--- src/rtl/reset_sequencer.sv ---
// Multi-domain reset generator: synchronises the board reset, stretches it, then
// releases the domain resets in staggered order with per-channel soft re-reset.
module reset_sequencer #(
  parameter int N_OUT       = 4,
  parameter int WIDTH       = 1000,
  parameter int STAGGER     = 16,
  parameter int SYNC_STAGES = 2
) (
  input  logic             clk,
  input  logic             ip_async_reset_i,
  input  logic             ip_reset_i,
  input  logic [N_OUT-1:0] ip_chan_reset_i,
  output logic [N_OUT-1:0] op_reset_o,
  output logic             op_done_o
);

  // state   | meaning
  // HOLD    | all outputs asserted, counting WIDTH clean edges
  // RELEASE | dropping one output every STAGGER edges, index 0 first
  // DONE    | sequence complete, channels may be re-reset individually
  localparam logic [1:0] ST_HOLD    = 2'd0;
  localparam logic [1:0] ST_RELEASE = 2'd1;
  localparam logic [1:0] ST_DONE    = 2'd2;

  localparam int HCW  = $clog2(WIDTH + 1);
  localparam int SCW  = (STAGGER == 0) ? 1 : $clog2(STAGGER + 1);
  localparam int IDXW = (N_OUT == 1) ? 1 : $clog2(N_OUT);

  localparam logic [HCW-1:0]  HOLD_TC  = HCW'(WIDTH - 1);
  localparam logic [SCW-1:0]  STG_TC   = SCW'((STAGGER == 0) ? 0 : STAGGER - 1);
  localparam logic [IDXW-1:0] LAST_IDX = IDXW'(N_OUT - 1);
  // No stagger to walk through: everything drops on the hold exit edge.
  localparam bit FAST_RELEASE = (STAGGER == 0) || (N_OUT == 1);

  logic [SYNC_STAGES-1:0] sync_q;
  logic                   rst_s;
  logic                   src;

  logic [1:0]       state_q, state_d;
  logic [HCW-1:0]   hold_cnt_q, hold_cnt_d;
  logic [SCW-1:0]   stg_cnt_q, stg_cnt_d;
  logic [IDXW-1:0]  rel_idx_q, rel_idx_d;
  logic [N_OUT-1:0] rst_q, rst_d;
  logic             done_q, done_d;
  logic [HCW-1:0]   chan_cnt_q [N_OUT];
  logic [HCW-1:0]   chan_cnt_d [N_OUT];

  always_ff @(posedge clk or posedge ip_async_reset_i) begin
    if (ip_async_reset_i) begin
      sync_q <= '1;
    end else begin
      sync_q <= {sync_q[SYNC_STAGES-2:0], 1'b0};
    end
  end

  assign rst_s = sync_q[SYNC_STAGES-1];
  assign src   = rst_s | ip_reset_i;

  always_comb begin
    state_d    = state_q;
    hold_cnt_d = hold_cnt_q;
    stg_cnt_d  = stg_cnt_q;
    rel_idx_d  = rel_idx_q;
    rst_d      = rst_q;
    done_d     = done_q;
    for (int k = 0; k < N_OUT; k++) begin
      chan_cnt_d[k] = chan_cnt_q[k];
    end

    if (src) begin
      state_d    = ST_HOLD;
      hold_cnt_d = '0;
      stg_cnt_d  = '0;
      rel_idx_d  = '0;
      rst_d      = '1;
      done_d     = 1'b0;
      for (int k = 0; k < N_OUT; k++) begin
        chan_cnt_d[k] = '0;
      end
    end else begin
      case (state_q)
        ST_HOLD: begin
          rst_d  = '1;
          done_d = 1'b0;
          if (hold_cnt_q == HOLD_TC) begin
            stg_cnt_d = '0;
            if (FAST_RELEASE) begin
              rst_d   = '0;
              done_d  = 1'b1;
              state_d = ST_DONE;
            end else begin
              rst_d[0]  = 1'b0;
              rel_idx_d = IDXW'(1);
              state_d   = ST_RELEASE;
            end
          end else begin
            hold_cnt_d = hold_cnt_q + 1'b1;
          end
        end

        ST_RELEASE: begin
          done_d = 1'b0;
          if (stg_cnt_q == STG_TC) begin
            stg_cnt_d = '0;
            for (int k = 0; k < N_OUT; k++) begin
              if (IDXW'(k) == rel_idx_q) rst_d[k] = 1'b0;
            end
            if (rel_idx_q == LAST_IDX) begin
              state_d = ST_DONE;
              done_d  = 1'b1;
            end else begin
              rel_idx_d = rel_idx_q + 1'b1;
            end
          end else begin
            stg_cnt_d = stg_cnt_q + 1'b1;
          end
        end

        ST_DONE: begin
          // Each channel re-uses the hold length, counted from its last request edge.
          for (int k = 0; k < N_OUT; k++) begin
            if (ip_chan_reset_i[k]) begin
              rst_d[k]      = 1'b1;
              chan_cnt_d[k] = '0;
            end else if (rst_q[k]) begin
              if (chan_cnt_q[k] == HOLD_TC) begin
                rst_d[k] = 1'b0;
              end else begin
                chan_cnt_d[k] = chan_cnt_q[k] + 1'b1;
              end
            end
          end
          done_d = ~|rst_d;
        end

        default: begin
          state_d    = ST_HOLD;
          hold_cnt_d = '0;
          rst_d      = '1;
          done_d     = 1'b0;
        end
      endcase
    end
  end

  always_ff @(posedge clk or posedge ip_async_reset_i) begin
    if (ip_async_reset_i) begin
      state_q    <= ST_HOLD;
      hold_cnt_q <= '0;
      stg_cnt_q  <= '0;
      rel_idx_q  <= '0;
      rst_q      <= '1;
      done_q     <= 1'b0;
      for (int k = 0; k < N_OUT; k++) begin
        chan_cnt_q[k] <= '0;
      end
    end else begin
      state_q    <= state_d;
      hold_cnt_q <= hold_cnt_d;
      stg_cnt_q  <= stg_cnt_d;
      rel_idx_q  <= rel_idx_d;
      rst_q      <= rst_d;
      done_q     <= done_d;
      for (int k = 0; k < N_OUT; k++) begin
        chan_cnt_q[k] <= chan_cnt_d[k];
      end
    end
  end

  assign op_reset_o = rst_q;
  assign op_done_o  = done_q;

endmodule

--- config.mk ---
export PLATFORM = sky130hd
export DESIGN_NAME = reset_sequencer
export DESIGN_NICKNAME = d
export VERILOG_FILES = /design/src/rtl/reset_sequencer.sv
export SDC_FILE = /design/constraint.sdc
export NUM_CORES = 1
export LEC_CHECK = 0
export CAP_MARGIN = 20
export CELL_PAD_IN_SITES_DETAIL_PLACEMENT = 1
export CELL_PAD_IN_SITES_GLOBAL_PLACEMENT = 1
export CORE_ASPECT_RATIO = 1.1
export CORE_UTILIZATION = 50
export DETAILED_ROUTE_END_ITERATION = 6
export GPL_TIMING_DRIVEN = 0
export PLACE_DENSITY = 0.9
export SYNTH_ARGS = -nofsm -noshare
export SYNTH_HDL_FRONTEND = slang
export SYNTH_SLANG_ARGS = --single-unit
--- constraint.sdc ---
create_clock -name clk -period 3.4 [get_ports clk]
set_clock_uncertainty 0.2 [all_clocks]
set_input_delay 0.34 -clock clk [delete_from_list [all_inputs] [get_ports clk]]
set_output_delay 0.34 -clock clk [all_outputs]
set_load 0.005 [all_outputs]
==> impl_metrics.json <==
{
  "antenna_cells": 0,
  "min_from": "sync_q[0]",
  "syn_nets": 450,
  "slew_viol_final": 0,
  "layoutNonFillerInstCount": 563,
  "tightest_slew_ns": 0.8622,
  "grt_pass1_wl_um": 19320,
  "totalWireLength_um": 11480,
  "ir_drop_v": 0.0002181,
  "area_delta_synth_final_pct": 11.04,
  "start_util_pct": 51.58,
  "leakage_nw": 1.951,
  "die_area_mm2": 0.008528,
  "cp-start-kind": "flip-flop",
  "dr.pass1.iters": 4,
  "yosys.cell_types.count": 72,
  "drt_iter0_drc": 123,
  "cp_slowest_cell": "o41ai_1",
  "worstReg2RegEnd": "hold_cnt_q[5]",
  "die_x_um": 88.15,
  "row_count": 34,
  "power_mw": 1.709,
  "critPathRequiredTime_ns": 3.45,
  "place_inst": 547,
  "ioPinCount": 12,
  "portBuffers": 11,
  "nNetsFinal": 472,
  "crit_buf_inv": 2,
  "final_util_pct": 57.27,
  "path_class": "flip-flop to flip-flop",
  "cts_sinks": 66,
  "yosys_most_used_dff": "dfrtp_1",
  "cts_hold_buf": 0,
  "avgSynthCellArea_um2": 9.536,
  "die_h_um": 96.76,
  "htree_levels": 3,
  "clock_latency_ns": 0.36,
  "gp_congestion": 0.8360,
  "post-route-period-util_pct": 78.30,
  "clk_path_buf_depth": 2,
  "worstHoldPathType": "flip-flop to flip-flop",
  "synth-edff-count": 0,
  "slowest_delay_ns": 0.81,
  "finalHoldViolCount": 0,
  "synth_area_mm2": 0.004081,
  "cp_top_family": "compound AO/OA/AOI/OAI gates",
  "cts-root-buf": "clkbuf_8",
  "status": "finished clean",
  "grt_overflow_total": 0,
  "timing.max_cap.violations": 0,
  "antenna_found_initial": 0,
  "cp_common_cell": "inv_1",
  "arrival_ns": 2.71,
  "grt_pass1_vias": 4016,
  "rsz0062_at_grt": "no",
  "grt_max_degree": 67,
  "final-setup-viol-count": 0,
  "hold-worst-slack_ns": 0.1657,
  "viasPerCell": 6.515,
  "vias": 3668,
  "ys_warn_count": 0,
  "drc": 0,
  "cts_made_buffers": 9,
  "synth_cells": 428,
  "finalCriticalPeriod_ns": 2.662,
  "max_freq_ghz": 0.3756,
  "r2r_slack_ns": 0.74,
  "cts_tree": "yes",
  "holdPathEnd": "sync_q[1]",
  "drive_gt1_share_pct": 12.75,
  "ant_nets": 0,
  "core_area_mm2": 0.007913,
  "ctsResizeCount": 0,
  "path_cells": "inv_1 -> ha_1 -> inv_1 -> o41ai_1 -> a21oi_1 -> o221a_2",
  "ff2ff_path_depth": 6,
  "grt_usage_pct": 29.12,
  "synthArstFlopShare_pct": 100.0,
  "post_cts_buffers": 0,
  "worstSetupEndpointType": "flip-flop",
  "r2r_start": "state_q[0]",
  "slew_headroom_pct": 42.31,
  "cp_num_cells": 6,
  "synth_seq_cells": 66,
  "critPathMaxFanout": 8,
  "detail_route.wl_per_cell_um": 20.40,
  "min_path_cells": 0,
  "path_clk_slew_ns": 0.08,
  "fin_tns_setup_ns": 0,
  "hpwl_um": 7906,
  "cellPowerDensity_mw_per_mm2": 377.1,
  "yosysSeqAreaShare_pct": 40.65
}
## layout make-up
cell class                      count  area, um2
Inverter                           14      55.05
Buffer                             19      115.1
Clock inverter                      6      65.06
Timing Repair Buffer               11      110.1
Tap cell                          108      135.1
Multi-Input combinational cell    329       2255
Fill cell                         938       3381
Clock buffer                       10      137.6
Sequential cell                    66       1659
## cell families after synthesis
| group | count (synthesis) | synth area share, % |
|---|---|---|
| simple gates | 164 | 24.65 |
| fa+ha+maj | 15 | 4.598 |
| buf+inv | 33 | 4.108 |
| flops | 66 | 40.65 |
| mux | 7 | 1.870 |
| other cells | 1 | 0.09188 |
| compound gates | 140 | 23.61 |
| xor+xnor | 2 | 0.4293 |
## worst max path at each step
stage | startpoint | end
6_report | state_q[0] | hold_cnt_q[5]
5_1_grt | state_q[0] | hold_cnt_q[5]
4_1_cts | state_q[0] | hold_cnt_q[5]
3_5_place_dp | ip_reset_i | chan_cnt_q[10]
3_3_place_gp | ip_async_reset_i | hold_cnt_q[8]
2_1_floorplan | ip_async_reset_i | chan_cnt_q[0]
## power by group
group	switching (mW)	internal (mW)	total, mW
sequential	0.0197	0.800	0.820
combinational	0.127	0.0649	0.192
clock	0.338	0.360	0.697
total	0.485	1.22	1.71
## synthesized netlist by cell type, types with 8 or more instances
library cell  number  share of area (%)
a21oi_1           32                3.9
or4_1              8                1.5
nand3_1           25                3.1
and2_1             9                1.4
nor2_1            22                2.0
nand2_1           21                1.9
or3_1             12                1.8
nand4_1           15                2.3
o31ai_1           19                3.5
dfrtp_1           60                 37
inv_1             14                1.3
ha_1              15                4.6
o21ai_0           29                3.6
## metal layers
metal	up-vias	global-route usage (%)	part of all wire [%]
li1	1706	-	-
met1	1880	35.60	43
met2	53	49.43	52
met3	29	4.010	1.8
met4	0	14.52	2.6
met5	-	0	0
## worst register-to-register path, stage by stage, from the launching register on
cell     delay [ns]
dfrtp_1        0.44
inv_1          0.13
ha_1           0.35
inv_1          0.19
o41ai_1        0.81
a21oi_1        0.16
o221a_2        0.28
## cell usage in the layout, fill, tap and decap left out, types with 6 or more instances in the layout
master	n
clkbuf_8	10
o21ai_0	29
inv_1	13
clkdlybuf4s50_1	11
a21oi_1	32
or4_1	8
dfstp_2	6
and2_1	9
nor3_1	7
or3_1	12
and3_1	7
nand4_1	15
a31oi_1	7
clkbuf_1	7
nor2_1	22
ha_1	15
dfrtp_1	60
nand2_1	21
nand3_1	25
and4_1	6
o31ai_1	19
## flip-flops by register name (all words and copies together) (netlist names)
name and flops:
rel_idx_q 2, hold_cnt_q 10, sync_q 2, stg_cnt_q 5
chan_cnt_q 40, op_reset_o 4, op_done_o 1, state_q 2
## per-stage QoR
| step | cell area, um2 | setup WS (ns) |
|---|---|---|
| 6_report | 4532 | 0.7378 |
| 5_1_grt | 4532 | 0.6386 |
| 4_1_cts | 4532 | 0.7583 |
| 3_5_place_dp | 4329 | 0.5734 |
| 3_3_place_gp | 4327 | 0.001196 |
| 2_1_floorplan | 4081 | 1.215 |
(Power assumes the default switching activity.)
